===== config.mk =====
export PLATFORM = sky130hd
export DESIGN_NAME = ntt_seq_ctrl
export DESIGN_NICKNAME = d
export VERILOG_FILES = /design/src/rtl/ntt_seq_ctrl.sv
export SDC_FILE = /design/constraint.sdc
export NUM_CORES = 1
export LEC_CHECK = 0
export ABC_AREA = 1
export CORE_UTILIZATION = 30
export CTS_CLUSTER_SIZE = 14
export DETAILED_ROUTE_END_ITERATION = 8
export PLACE_DENSITY = 0.66
export SLEW_MARGIN = 15
export SYNTH_ARGS = -nofsm -noshare
export SYNTH_HDL_FRONTEND = slang
export SYNTH_SLANG_ARGS = --single-unit

===== constraint.sdc =====
create_clock -name clk -period 3.2 [get_ports clk]
set_clock_uncertainty 0.15 [all_clocks]
set_input_delay 0.48 -clock clk [delete_from_list [all_inputs] [get_ports clk]]
set_output_delay 0.48 -clock clk [all_outputs]
set_load 0.05 [all_outputs]

===== src/rtl/ntt_seq_ctrl.sv =====
// ntt_seq_ctrl
//   Command sequencer in front of the shared NTT/INTT address generator.
//   Takes one NTT/INTT command, latches mode, VL and twiddle item, then steps
//   the shared cycle counter over every butterfly cycle of every stage.
//   The address generator returns the total cycle count (i_std_cnt) one cycle
//   after the command is latched; it is sampled at the end of LOAD.
//
//   Handshake: a command is transferred on a rising clock edge where
//   i_start=1 and o_ready=1. o_ready is high only in IDLE; i_start in any
//   other state is ignored and the latched fields are left untouched.
//
// Ports
//   clk, rst_n      clock, asynchronous active-low reset
//   i_start/o_ready command handshake
//   i_ntt_mode      1=NTT, 0=INTT
//   i_vl            vector length in bits
//   i_tf_item_id    twiddle item select
//   i_std_cnt       total butterfly cycles from the address generator
//   o_ntt_mode, o_vl, o_tf_item_id   latched command fields
//   o_cnt           shared cycle counter
//   o_idle          address generator idle indication
//   o_rd_en         read / butterfly issue strobe
//   o_wr_en         o_rd_en delayed by PIPE_LAT cycles
//   o_done          one-cycle completion pulse
//   o_dbg_state     current FSM state (debug observation)
module ntt_seq_ctrl #(
    parameter int NLANE       = 32,
    parameter int DATA_WIDTH  = 64,
    parameter int TF_ITEM_NUM = 3,
    parameter int VLMAX       = 65536,
    parameter int PIPE_LAT    = 8,
    parameter int STAGE_GAP   = 0,
    localparam int STAGE_CYC  = VLMAX / DATA_WIDTH / 2 / (NLANE / 2),
    localparam int NTT_LOGN   = $clog2(VLMAX / DATA_WIDTH),
    localparam int CNT_WIDTH  = $clog2(NTT_LOGN) + $clog2(STAGE_CYC),
    localparam int TF_W       = $clog2(TF_ITEM_NUM)
) (
    input  logic                  clk,
    input  logic                  rst_n,
    input  logic                  i_start,
    output logic                  o_ready,
    input  logic                  i_ntt_mode,
    input  logic [DATA_WIDTH-1:0] i_vl,
    input  logic [TF_W-1:0]       i_tf_item_id,
    input  logic [CNT_WIDTH:0]    i_std_cnt,
    output logic                  o_ntt_mode,
    output logic [DATA_WIDTH-1:0] o_vl,
    output logic [TF_W-1:0]       o_tf_item_id,
    output logic [CNT_WIDTH-1:0]  o_cnt,
    output logic                  o_idle,
    output logic                  o_rd_en,
    output logic                  o_wr_en,
    output logic                  o_done,
    output logic [2:0]            o_dbg_state
);

    // stage_cyc = vl >> SHIFT; only the low CNT_WIDTH bits matter for the mask
    localparam int SHIFT = $clog2(DATA_WIDTH) + 1 + $clog2(NLANE / 2);
    localparam int GAP_W = (STAGE_GAP > 1) ? $clog2(STAGE_GAP) : 1;
    localparam int DRN_W = (PIPE_LAT > 1) ? $clog2(PIPE_LAT) : 1;
    localparam logic [GAP_W-1:0] GAP_LAST = GAP_W'((STAGE_GAP > 1) ? STAGE_GAP - 1 : 0);
    localparam logic [DRN_W-1:0] DRN_LAST = DRN_W'(PIPE_LAT - 1);

    typedef enum logic [2:0] {
        S_IDLE  = 3'd0,
        S_LOAD  = 3'd1,
        S_RUN   = 3'd2,
        S_GAP   = 3'd3,
        S_DRAIN = 3'd4,
        S_DONE  = 3'd5
    } state_t;

    state_t                 state_q, state_d;
    logic                   ntt_mode_q, ntt_mode_d;
    logic [DATA_WIDTH-1:0]  vl_q, vl_d;
    logic [TF_W-1:0]        tf_item_q, tf_item_d;
    logic [CNT_WIDTH-1:0]   cnt_q, cnt_d;
    logic                   idle_q, idle_d;
    logic                   rd_en_q, rd_en_d;
    logic                   done_q, done_d;
    logic [PIPE_LAT-1:0]    wr_sr_q, wr_sr_d;
    logic [GAP_W-1:0]       gap_cnt_q, gap_cnt_d;
    logic [DRN_W-1:0]       drn_cnt_q, drn_cnt_d;

    logic [CNT_WIDTH-1:0]   stage_mask;
    logic                   last_cyc;
    logic                   stage_end;

    assign stage_mask = vl_q[SHIFT +: CNT_WIDTH] - CNT_WIDTH'(1);
    // Compare is one bit wider than the counter so a full-range total never wraps
    assign last_cyc   = ({1'b0, cnt_q} == (i_std_cnt - (CNT_WIDTH + 1)'(1)));
    assign stage_end  = ((cnt_q & stage_mask) == stage_mask);

    // Write strobe pipeline: runs in every state so in-flight writes keep
    // retiring through DRAIN; only reset clears it.
    generate
        if (PIPE_LAT == 1) begin : g_wr_one
            assign wr_sr_d = rd_en_q;
        end else begin : g_wr_many
            assign wr_sr_d = {wr_sr_q[PIPE_LAT-2:0], rd_en_q};
        end
    endgenerate

    always_comb begin
        state_d    = state_q;
        ntt_mode_d = ntt_mode_q;
        vl_d       = vl_q;
        tf_item_d  = tf_item_q;
        cnt_d      = cnt_q;
        idle_d     = idle_q;
        rd_en_d    = rd_en_q;
        done_d     = 1'b0;
        gap_cnt_d  = gap_cnt_q;
        drn_cnt_d  = drn_cnt_q;

        case (state_q)
            S_IDLE: begin
                rd_en_d = 1'b0;
                idle_d  = 1'b1;
                if (i_start) begin
                    ntt_mode_d = i_ntt_mode;
                    vl_d       = i_vl;
                    tf_item_d  = i_tf_item_id;
                    state_d    = S_LOAD;
                end
            end
            S_LOAD: begin
                cnt_d = '0;
                if (i_std_cnt == '0) begin
                    state_d = S_DONE;
                    done_d  = 1'b1;
                    idle_d  = 1'b1;
                    rd_en_d = 1'b0;
                end else begin
                    state_d = S_RUN;
                    idle_d  = 1'b0;
                    rd_en_d = 1'b1;
                end
            end
            S_RUN: begin
                cnt_d = cnt_q + CNT_WIDTH'(1);
                if (last_cyc) begin
                    state_d   = S_DRAIN;
                    cnt_d     = '0;
                    rd_en_d   = 1'b0;
                    idle_d    = 1'b1;
                    drn_cnt_d = DRN_LAST;
                end else if ((STAGE_GAP > 0) && stage_end) begin
                    state_d   = S_GAP;
                    rd_en_d   = 1'b0;
                    gap_cnt_d = GAP_LAST;
                end
            end
            S_GAP: begin
                if (gap_cnt_q == '0) begin
                    state_d = S_RUN;
                    rd_en_d = 1'b1;
                end else begin
                    gap_cnt_d = gap_cnt_q - GAP_W'(1);
                end
            end
            S_DRAIN: begin
                if (drn_cnt_q == '0) begin
                    state_d = S_DONE;
                    done_d  = 1'b1;
                end else begin
                    drn_cnt_d = drn_cnt_q - DRN_W'(1);
                end
            end
            S_DONE: begin
                state_d = S_IDLE;
            end
            default: begin
                state_d = S_IDLE;
                rd_en_d = 1'b0;
                idle_d  = 1'b1;
                cnt_d   = '0;
            end
        endcase
    end

    always_ff @(posedge clk or negedge rst_n) begin
        if (!rst_n) begin
            state_q    <= S_IDLE;
            ntt_mode_q <= 1'b0;
            vl_q       <= '0;
            tf_item_q  <= '0;
            cnt_q      <= '0;
            idle_q     <= 1'b1;
            rd_en_q    <= 1'b0;
            done_q     <= 1'b0;
            wr_sr_q    <= '0;
            gap_cnt_q  <= '0;
            drn_cnt_q  <= '0;
        end else begin
            state_q    <= state_d;
            ntt_mode_q <= ntt_mode_d;
            vl_q       <= vl_d;
            tf_item_q  <= tf_item_d;
            cnt_q      <= cnt_d;
            idle_q     <= idle_d;
            rd_en_q    <= rd_en_d;
            done_q     <= done_d;
            wr_sr_q    <= wr_sr_d;
            gap_cnt_q  <= gap_cnt_d;
            drn_cnt_q  <= drn_cnt_d;
        end
    end

    assign o_ready      = (state_q == S_IDLE);
    assign o_ntt_mode   = ntt_mode_q;
    assign o_vl         = vl_q;
    assign o_tf_item_id = tf_item_q;
    assign o_cnt        = cnt_q;
    assign o_idle       = idle_q;
    assign o_rd_en      = rd_en_q;
    assign o_wr_en      = wr_sr_q[PIPE_LAT-1];
    assign o_done       = done_q;
    assign o_dbg_state  = state_q;

endmodule

After elaboration in Yosys (flattened, before gate mapping). Index checks and enable logic that the tools add are counted.

$add $sub $neg: 4. Eq/ne operators: 11. Mux-type cells: 21. Bitwise gates (word level): 2. Reduce and logical (&&, ||, !) cells: 12.

Operators with widths (count): $mux W3 (7); $pmux W9 S2 (1); $pmux W3 S5 (1); $eq A9 B10 Y1 (1); $logic_not A10 Y1 (1); $ne A2 B2 Y1 const B (5); $sub A10 B1 Y10 const B (1); $add A9 B1 Y9 const B (1); $mux W9 (1); $mux W1 (7); $eq A3 B2 Y1 const B (2); $eq A3 B3 Y1 const B (2); $logic_not A3 Y1 (2); $pmux W3 S2 (1); $reduce_and A3 Y1 (2); $pmux W1 S4 (1); $reduce_and A2 Y1 (2); $reduce_and A4 Y1 (1); $reduce_or A4 Y1 (1); $eq A3 B1 Y1 const B (1); $pmux W1 S3 (1); $reduce_or A3 Y1 (1); $sub A3 B1 Y3 const B (1); $not A1 Y1 (2); other kinds (4) (4).

Register bits: 94. Bits of input ports: 80. Word-level logic and storage cells: 61.

Depth between registers and ports, before layout.
Depth after elaboration: 4. Mapped depth: 13.

Worst setup path before layout. Ideal clock, no wire load.

Path type: flip-flop to flip-flop. From: reg state_q[2], in the netlist o_dbg_state[2]. To: reg vl_q[39], in the netlist o_vl[39]. Setup time: 125 ps. Arrival time: 1868 ps. Required time: 2925 ps. Slack: 1058 ps. Cell stages (with the launch flop): 8. Path buffers: 2. Clock period less this slack: 2142 ps. Cell sequence: dfrtp_1 inv_2 nand2_1 inv_2 nand2_1 buf_2 buf_4 mux2_2.

Longest elaborated chain between the ends: 2.

Ends and longest elaborated chain: start, declared (line 73) `state_t state_q, state_d;`; start signal, assigned (line 196) `state_q <= state_d;`; $logic_not A3 Y1; named net o_ready (line 41) `output logic o_ready,`; $reduce_and A2 Y1 (no line); end signal, assigned (line 198) `vl_q <= vl_d;`; end, declared (line 75) `logic [DATA_WIDTH-1:0] vl_q, vl_d;`.

The timed path passes the listed nets, and every way through them passes these cells. A chain may end at the register's enable or synchronous reset.

Final worst setup path.
From: reg state_q[0], in the netlist o_dbg_state[0]. To: out o_ready.

Longest elaborated chain between the ends: 1.

Ends and longest elaborated chain: $logic_not A3 Y1 (line 210) `assign o_ready = (state_q == S_IDLE);`; end, declared (line 41).

Every way passes these cells.

==> key figures <==
Status
  – Status: finished clean

Floorplan
  – DIE AREA: 14000 um^2
  – I/O pin cnt: 164
  – Die Y: 118 um
  – Std cell rows: 42
  – Initial core utilization: 0.306
  – Die X: 118 um
  – Core Region: 13200 um^2

Place
  – I/O Buffers: 163
  – GPL Wtd Cong: 0.844
  – Hpwl dp: 7260 um

Clock tree
  – Num CTS Buffers: 9
  – Clock Sinks: 93
  – Clk_lat worst skew: 0.34 ns
  – Setup bufs post-CTS: 0
  – CTS tree: yes
  – CTS max path bufs: 2
  – H-tree depth: 3
  – CTS resizes: 0
  – Clk pin slew, worst setup/hold paths: 0.06 ns
  – Root buf cell: clkbuf_16
  – Cts-stage hold buffer count: 1

Setup path
  – CP Launch Type: flop
  – CP Class: reg2out
  – CP Capture Type: primary output
  – Reg2Reg Launch Point: o_dbg_state[2]
  – Crit path required time: 2.57 ns
  – CP max FO: 4
  – Arrival time worst endpoint: 1.96 ns
  – Worst R2R Setup Slack: 1.22 ns
  – RR Endpoint: o_vl[8]
  – Worst R2R Path Depth: 6

Hold path
  – Hold path cells: 0
  – Hold path endpoint: wr_sr_q[4]
  – Type of the tightest min-delay check: reg2reg
  – Hold Startpoint: wr_sr_q[3]

Logic synthesis
  – Post-synth top cells: dfrtp_1 (92), nand2_1 (63), mux2_2 (38)
  – Top cells by area, synth: dfrtp_1 (57%), mux2_2 (11%), mux2_1 (8.0%)
  – Top_reg_cell synth: dfrtp_1
  – Top-area cell type share of the netlist area: 0.567
  – Yosys warns: 0
  – Flops & latches, synth: 93
  – Post-synth EDFFs: 0
  – Seq/Total Area, Yosys: 0.574
  – Post-synth ARST share: 1.00
  – Syn Inst Count: 351
  – Number of library cell types mapped by synthesis: 32
  – Syn_area_per_cell: 11.6 um^2
  – Most common cell in the netlist: dfrtp_1
  – Post-Syn Nets: 435
  – Cell area after synthesis: 4060 um^2
  – Leading area contributor after synthesis: dfrtp_1

GRT
  – Initial antenna violation count: 0
  – Vias in the first global route: 3167
  – GRT Util Overall: 0.146
  – First-pass GRT wire length: 16000 um
  – Congestion Overflow GR: 0
  – Largest net degree at the start of global routing: 60

Drt
  – DRC Markers: 0
  – Routed Wire Length: 9720 um
  – Drt wl/cell: 13.9 um
  – Vias per Instance: 4.47
  – Initial DRC count: 127
  – Detail Route Antenna Nets: 0
  – DR vias: 3135
  – Drt first pass iters: 5

STA
  – Measured slew at the worst slew-check pin: 0.565 ns
  – Fmax: 386 MHz
  – Worst slew margin: 0.622
  – Final hold violations: 0
  – Setup_tns: 0 ns
  – Period utilization: 0.809
  – Fin. max-slew vios: 0
  – Tmin final: 2.59 ns
  – Final setup vio count: 0
  – RSZ-0062 raised after global routing: false

Final layout
  – Nets@finish: 604
  – Area growth syn-to-layout: 51.9%
  – Fraction of layout cells with a size suffix above 1: 0.131
  – # diodes: 0
  – Util after Layout: 0.465

Power and ir drop
  – VDD IR max: 442 uV
  – Pleak: 2.69 nW
  – Pwr dens: 1120 nW/um^2

Job
  – Max_cap viols: 0
-- worst max path at each step --
stage / startpoint / endpoint / depth (start not counted)
after CTS: o_dbg_state[0] / o_ready / 4
after global placement: i_std_cnt[0] / drn_cnt_q[2] / 13
after detailed placement: i_std_cnt[0] / drn_cnt_q[1] / 13
after floorplan: o_dbg_state[2] / o_vl[39] / 7
after global routing: o_dbg_state[0] / o_ready / 4
final: o_dbg_state[0] / o_ready / 4
-- layout by cell type, fill, tap and decap left out, drive strengths merged --
| cell | Yosys | routed |
|---|---|---|
| nand3b | 4 | 4 |
| inv | 31 | 32 |
| mux2i | 1 | 1 |
| nand2 | 65 | 65 |
| nor2 | 20 | 20 |
| clkdlybuf4s50 | 0 | 162 |
| dfrtp | 92 | 92 |
| clkbuf | 0 | 11 |
| and3 | 1 | 1 |
| nand3 | 19 | 19 |
| clkinv | 1 | 4 |
| xor2 | 11 | 11 |
| o21ai | 7 | 7 |
| dfstp | 1 | 1 |
| and2 | 1 | 1 |
| buf | 9 | 4 |
| a21oi | 6 | 6 |
| dlygate4sd3 | 0 | 1 |
| clkinvlp | 0 | 1 |
| nor3 | 4 | 4 |
| mux2 | 67 | 67 |
| nand4 | 2 | 2 |
| xnor2 | 5 | 5 |
| ha | 4 | 4 |
-- critical path: stages, from the launching register on --
cell             delay (ns)
dfrtp_1                0.42
nor2_1                 0.16
nand2_1                0.12
inv_2                  0.08
clkdlybuf4s50_1        0.84
-- power by group --
part	switching (mW)	internal [mW]
logic	2.53	1.42
registers	0.281	1.72
clock network	0.442	0.528
-- cell families after synthesis --
logic type | share of synthesized area
adders and majority gates | 0.0123
xor gates and xnor gates | 0.0345
DFF | 0.574
AOI/OAI and AO/OA | 0.0170
buffers and inverters | 0.0441
and+or+nand+nor | 0.130
muxes | 0.188
-- through the flow --
stage | power (mW) | hold WS [ns] | setup slack [ns] | area, um^2 | instances
global route | 7.29 | 0.213 | 0.556 | 6160 | 701
global placement | 5.93 | 0.181 | 0.608 | 5890 | 684
finish | 6.93 | 0.198 | 0.612 | 6160 | 701
CTS | 7.02 | 0.202 | 0.590 | 6160 | 701
detailed placement | 6.01 | 0.189 | 0.499 | 5890 | 684
floorplan | 4.65 | 0.0344 | 1.06 | 4060 | 351
-- routing by layer --
layer	vias up	share of wire	GRT usage
li1	1489	-	-
met2	127	0.47	0.239
met4	0	0.015	0.0561
met3	14	0.065	0.0430
met5	-	0	0
met1	1505	0.44	0.182
-- area by class of cell --
type / instances / area (um^2)
clock buffers: 11 / 233
clock inverters: 5 / 35.0
fillers: 1230 / 7080
inverters: 32 / 120
multi-input cells: 217 / 1550
flip-flops and latches: 93 / 2330
well taps: 176 / 220
repair buffers: 167 / 1670
-- registers in the layout, summed over array words and instances, names as in the netlist --
signal        flops
o_done            1
wr_sr_q           8
drn_cnt_q         3
o_ntt_mode        1
o_vl             64
o_idle            1
o_cnt             9
o_rd_en           1
o_tf_item_id      2
o_dbg_state       3
No activity file was read; power rests on OpenSTA's default activity.
